`src/rtl/prga_prog_receiver.sv`:
```
// Fabric-side serial programming endpoint: header/payload/CRC frame receiver.
// Payload bits feed the scan chain; the chain tail is echoed for readback.
module prga_prog_receiver #(
  parameter logic [7:0] MAGIC    = 8'hA5,
  parameter int         LEN_W    = 24,
  parameter logic [7:0] CRC_POLY = 8'h07
) (
  input  logic prog_clk,
  input  logic prog_rst_n,
  input  logic prog_we,
  input  logic prog_din,
  output logic chain_we,
  output logic chain_din,
  input  logic chain_dout,
  output logic prog_we_o,
  output logic prog_dout,
  output logic prog_done,
  output logic prog_err
);

  localparam int HW = 8 + LEN_W;
  localparam int CW = $clog2(HW);

  typedef enum logic [2:0] {
    HEADER,
    PAYLOAD,
    CRC,
    DONE,
    ERROR
  } state_t;

  state_t           state, state_n;
  logic [HW-2:0]    hdr;
  logic [HW-1:0]    hdr_n;
  logic [6:0]       trl;
  logic [7:0]       trl_n;
  logic [LEN_W-1:0] cnt, cnt_n;
  logic [CW-1:0]    bcnt, bcnt_n;
  logic [7:0]       crc, crc_n;
  logic             hdr_en, trl_en;
  logic             cwe_n, cdin_n;
  logic             fb;

  assign hdr_n = {hdr, prog_din};
  assign trl_n = {trl, prog_din};
  assign fb    = crc[7] ^ prog_din;

  assign prog_done = (state == DONE);
  assign prog_err  = (state == ERROR);

  always_comb begin
    state_n = state;
    cnt_n   = cnt;
    bcnt_n  = bcnt;
    crc_n   = crc;
    hdr_en  = 1'b0;
    trl_en  = 1'b0;
    cwe_n   = 1'b0;
    cdin_n  = chain_din;
    if (prog_we) begin
      case (state)
        HEADER: begin
          hdr_en = 1'b1;
          bcnt_n = bcnt + 1'b1;
          if (bcnt == CW'(HW - 1)) begin
            bcnt_n = '0;
            if (hdr_n[HW-1 -: 8] != MAGIC) begin
              state_n = ERROR;
            end else if (hdr_n[LEN_W-1:0] == '0) begin
              state_n = CRC;
            end else begin
              state_n = PAYLOAD;
              cnt_n   = hdr_n[LEN_W-1:0];
            end
          end
        end
        PAYLOAD: begin
          cwe_n  = 1'b1;
          cdin_n = prog_din;
          crc_n  = {crc[6:0], 1'b0} ^ (fb ? CRC_POLY : 8'h00);
          cnt_n  = cnt - 1'b1;
          if (cnt == LEN_W'(1)) begin
            state_n = CRC;
          end
        end
        CRC: begin
          trl_en = 1'b1;
          bcnt_n = bcnt + 1'b1;
          if (bcnt == CW'(7)) begin
            bcnt_n  = '0;
            state_n = (trl_n == crc) ? DONE : ERROR;
          end
        end
        default: ;
      endcase
    end
  end

  always_ff @(posedge prog_clk or negedge prog_rst_n) begin
    if (!prog_rst_n) begin
      state     <= HEADER;
      hdr       <= '0;
      trl       <= '0;
      cnt       <= '0;
      bcnt      <= '0;
      crc       <= '0;
      chain_we  <= 1'b0;
      chain_din <= 1'b0;
      prog_we_o <= 1'b0;
      prog_dout <= 1'b0;
    end else begin
      state     <= state_n;
      cnt       <= cnt_n;
      bcnt      <= bcnt_n;
      crc       <= crc_n;
      chain_we  <= cwe_n;
      chain_din <= cdin_n;
      prog_we_o <= chain_we;
      prog_dout <= chain_we & chain_dout;
      if (hdr_en) hdr <= hdr_n[HW-2:0];
      if (trl_en) trl <= trl_n[6:0];
    end
  end

endmodule

```
`config.mk`:
```
export PLATFORM = sky130hd
export DESIGN_NAME = prga_prog_receiver
export DESIGN_NICKNAME = d
export VERILOG_FILES = /design/src/rtl/prga_prog_receiver.sv
export SDC_FILE = /design/constraint.sdc
export NUM_CORES = 1
export LEC_CHECK = 0
export CAP_MARGIN = 20
export CORE_ASPECT_RATIO = 0.75
export CORE_MARGIN = 2
export CORE_UTILIZATION = 45
export CTS_BUF_LIST = sky130_fd_sc_hd__clkbuf_4 sky130_fd_sc_hd__clkbuf_8 sky130_fd_sc_hd__clkbuf_16
export DETAILED_ROUTE_END_ITERATION = 7
export HOLD_SLACK_MARGIN = 0.05
export MAX_ROUTING_LAYER = met4
export SKIP_CTS_REPAIR_TIMING = 1
export SLEW_MARGIN = 5
export SYNTH_ARGS = -nofsm -noshare
export SYNTH_HDL_FRONTEND = slang
export SYNTH_SLANG_ARGS = --single-unit
```
`constraint.sdc`:
```
create_clock -name prog_clk -period 2.16 [get_ports prog_clk]
set_input_delay 0.324 -clock prog_clk [delete_from_list [all_inputs] [get_ports prog_clk]]
set_output_delay 0.324 -clock prog_clk [all_outputs]
set_load 0.01 [all_outputs]
```
======== Word level (Yosys, flattened, before mapping) ========
Cells that the tools add are included.
word-level totals
  flip-flop bits (word level) ............. 82
  latch bits .............................. 0
  RAM bits ................................ 0
  ROM bits ................................ 0
  output and inout port bits .............. 6
  word-level logic and storage cells ...... 59
  memories ................................ 0
operators by class
  add/subtract/negate cells ............... 2
  multiply operators ...................... 0
  div/mod/pow operators ................... 0
  magnitude comparators ................... 0
  eq/ne operators ......................... 14
  shift operators ......................... 0
  mux-type cells .......................... 21
  bitwise logic cells ..................... 3
  reductions and logical operators ........ 9
operators by type and width
  kind                   count
  $mux 24                3
  $pmux 24 s2            1
  $eq 24x1->1 const B    1
  $logic_not 24->1       1
  $sub 24x1->24 const B  1
  $mux 3                 6
  $mux 5                 2
  $ne 2x2->1 const B     5
  $pmux 5 s2             1
  $reduce_and 5->1       2
  $pmux 3 s3             1
  $eq 8x8->1             1
  $ne 8x8->1 const B     1
  $xor 8x3->8            1
  $eq 3x2->1 const B     2
  $mux 1                 6
  $add 5x1->5 const B    1
  $eq 5x3->1 const B     1
  $eq 5x5->1 const B     1
  $reduce_and 2->1       2
  $reduce_bool 2->1      2
  $eq 3x1->1 const B     1
  $eq 3x3->1 const B     1
  $logic_not 3->1        1
  4 further kinds        4

======== Logic depth before layout (Yosys ltp) ========
  depth in word-level cells ............... 5
  mapped depth ............................ 8

======== Least setup slack after synthesis ========
No wires, ideal clock.
  path kind ............................... flip-flop to flip-flop
  from .................................... register cnt[0]
  to ...................................... register cnt[20]
  data arrival time ....................... 1778 ps
  setup slack ............................. 295 ps
  cell stages (with the launch flop) ...... 8
  path buffers ............................ 0
  clock period less this slack ............ 1865 ps
  cells stage by stage .................... dfrtp_1 > inv_1 > ha_1 > or3b_2 > nor3_2 > and2_1 > a21oi_1 > a22oi_1
between the ends
  cells in the longest elaborated chain, start to end .. 2
ends and longest elaborated chain
  item                      line  text
  start: declaration        37    logic [LEN_W-1:0] cnt, cnt_n;
  start signal: assignment  113   cnt <= cnt_n;
  $sub 24x1->24             81    cnt_n = cnt - 1'b1;
  $pmux 24 s2               61    case (state)
Every way passes these cells.
A chain may end at the register's enable or synchronous reset.

======== Worst setup path after layout ========
  from .................................... register state[0]
  to ...................................... output port prog_err
between the ends
  cells in the longest elaborated chain, start to end .. 1
ends and longest elaborated chain
  item                      line  text
  start: declaration        32    state_t state, state_n;
  start signal: assignment  112   state <= state_n;
  $eq 3x3->1                49    assign prog_err = (state == ERROR);
  end: declaration          18    output logic prog_err
Every way passes these cells.

==> metrics.md <==
| Metric | Value |
|---|---|
| Status | finished, violations left |
| Failing checks | negative hold slack |
| Share of the synthesized area in the top cell type | 0.494 |
| Vias/cell | 5.74 |
| Routability cong. | around 0.89 |
| CP cell instances | nor3b_1 -> clkdlybuf4s50_1 |
| First-pass GRT wire length | between 15000 and 20000 um |
| Yosys warns | 0 |
| CP arrival | 1.73 ns |
| Initial Utilization | 0.461 |
| FP Rows | 30 |
| I/O pin cnt | 11 |
| Antenna violations before repair | 0 |
| FF-to-FF setup slack | 0.17 ns |
| Worst path depth | 2 |
| CTS tree | yes |
| DP HPWL | between 6000 and 7000 um |
| Crit path max fanout | 10 |
| Worst-skew pair later-pin latency | between 0.3 and 0.4 ns |
| Synth area leader | dfrtp_1 |
| Placed Area | about 4500 um^2 |
| GRT Total Usage | 0.206 |
| Via count | roughly 3100 |
| Die area | between 10000 and 15000 um^2 |
| Filler instances | just over 800 |
| WL final | between 9000 and 10000 um |
| Seq/Total Area, Yosys | 0.494 |
| Setup violators final | 0 |
| Fin cells | between 500 and 600 |
| Fin crit share | 0.950 |
| Share of layout cells above drive strength 1 | 0.252 |
| Post-synth ARST share | 1.00 |
| WL/cell | between 15 and 20 um |
| Clk buf depth | 2 |
| Max stage delay on crit path | ~0.60 ns |
| TritonCTS buffer count | 9 |
| Slowest cell on the critical path | clkdlybuf4s50_1 |
| Synth unique cells | 57 |
| Critical path endpoint category | output port |
| N_diodes | 0 |
| Final hold vios | 9 |
| Worst r2r path cells | 7 |
| PwrDens | ~1300 nW/um^2 |
| CP Launch Type | register |
| Leak | 2.21 nW |
| Final instance area | 4910 um^2 |
| Relative slew slack | 0.690 |
| Clock transition at the registers of the reported paths | 0.06 ns |
| Max-cap violations | 0 |
| Worst Path Class, Setup | reg -> out |
| Number of port buffers | 10 |
| Mapped cell area | about 4200 um^2 |
| Clock Skews | between 0.006 and 0.007 ns |
| Min-delay worst type | in -> async |
| Req. time, crit path | around 1.8 ns |
| Vias in the first global route | roughly 2900 |
| DRT antenna net count | 0 |
| Dpl cells | ~530 |
| Crit Reg-Reg Startpoint | cnt[1] |
| # clock sinks | 82 |
| Seq cells post-synth | 82 |
| Core Box Area | about 9000 um^2 |
| VDD IR max | about 0.46 mV |
| Top post-synthesis cells by area | dfrtp_1 (49%), mux2_2 (10%), nand2_1 (4.3%), xnor2_1 (2.3%), a22oi_1 (2.2%) |
| Pre-CTS WS | 0.0441 ns |
| Fin nets | 433 |
| Primary FF master, synth | dfrtp_1 |
| Avg Synthesized Cell Area | approximately 11 um^2 |
| CP startpoint | state[0] |
| Min Tclk post-route | about 2.1 ns |
| Pre-antenna DRT Iters | 4 |
| DRC errors left | 0 |
| GR Overflow Total | 0 |
| Htree depth | 3 |
| Chip Width | between 100 and 150 um |
| Die H | around 87 um |
| Area Overhead vs Synth | 18.2% |
| Final hold slack | -0.0138 ns |
| Worst-Margin Slew | approximately 0.47 ns |
| Max frequency | just under 500 MHz |
| 1st-iter DRT viols | between 150 and 200 |
| Setup ws final | between 0.1 and 0.15 ns |
| Cell count after synthesis | between 300 and 400 |
| Post-synth EDFFs | 0 |
| Syn Nets | about 400 |
| Crit path buf inv count | 1 |
| Root Buffer | clkbuf_16 |
| CP delay by family, top | buffers and inverters |
| Largest net degree at the start of global routing | between 80 and 90 |
| Pins Over Slew Limit | 0 |
flip-flops by register name, summed over array words and instances, names as in the netlist:
register and flops:
hdr 31, cnt 24, crc 8, trl 7, bcnt 5, state 3
chain_din 1, chain_we 1, prog_dout 1, prog_we_o 1
stage by stage:
step	total power [mW]	util	hold slack (ns)	setup TNS (ns)
6_report	6.36	0.545	-0.0138	0
5_1_grt	6.81	0.545	0.0523	-0.00390
4_1_cts	6.38	0.541	0.0282	-0.0610
3_5_place_dp	4.67	0.505	0.391	0
3_3_place_gp	4.63	0.505	0.387	0
2_1_floorplan	4.03	-	0.0284	0
kinds of logic after synthesis:
logic type	count (synthesis)	share of synthesized area
muxes	39	0.105
buffers and inverters	28	0.0316
AOI/OAI and AO/OA	87	0.147
DFF	82	0.494
adders and majority gates	5	0.0145
xor gates and xnor gates	11	0.0232
and+or+nand+nor	143	0.184
cell usage in the layout, fill, tap and decap left out, types with 8 or more instances in the layout:
cell type        instances
a21oi_1                 14
a22oi_1                 12
clkdlybuf4s50_1          9
inv_1                    8
o22ai_1                  9
nor4_1                  11
o21ai_0                 13
clkbuf_16                9
nor3_1                   9
nor2_1                  24
a31oi_1                  9
xnor2_1                 11
buf_4                   24
nand3_1                  9
mux2_2                  38
dfrtp_1                 79
nand2_1                 48
per-layer routing:
metal  up-vias  wire length, um  global-route usage
li1       1517                -                   -
met1      1546             4940               0.308
met2        37             3810               0.270
met3         5              297              0.0515
met4         0               80              0.0657
met5         -                0                   -
report_power, final:
part	internal [mW]	switching [mW]
clock network	1.07	0.597
registers	1.99	0.572
logic	1.03	1.09
total	4.10	2.26
synthesized netlist by cell type, types with 3 or more instances:
cell        n
nand4_1     4
mux2_2     38
dfrtp_1    82
buf_2       9
inv_1       8
xnor2_1    11
and2_1      5
nor2_1     24
clkbuf_1    7
nand2_1    48
o22ai_1     9
nor4_1     12
a21oi_1    14
a2bb2oi_1   3
nand2b_1    3
nor4bb_1    4
o22a_1      3
o21ai_0    13
a21o_1      4
a22oi_1    12
nor3b_1     5
ha_1        4
a31oi_1     9
a21oi_2     4
nand3_1     9
or3_1       4
nor3_1      9
worst paths after layout:
check / to
setup / recovery: prog_err
hold / removal: hdr[18]
setup reg to reg: cnt[18]
hold reg to reg: prog_we_o
max in group asynchronous: hdr[5]
min in group prog_clk: prog_we_o
cell type report:
type | count | area (um^2) | share of cell area
repair buffers | 37 | 350 | 0.0714
well taps | 112 | 140 | 0.0286
clock inverters | 4 | 73.8 | 0.0150
clock buffers | 12 | 254 | 0.0518
inverters | 9 | 33.8 | 0.00688
flip-flops and latches | 82 | 2060 | 0.419
multi-input cells | 285 | 2000 | 0.407
(Power assumes the default switching activity.)
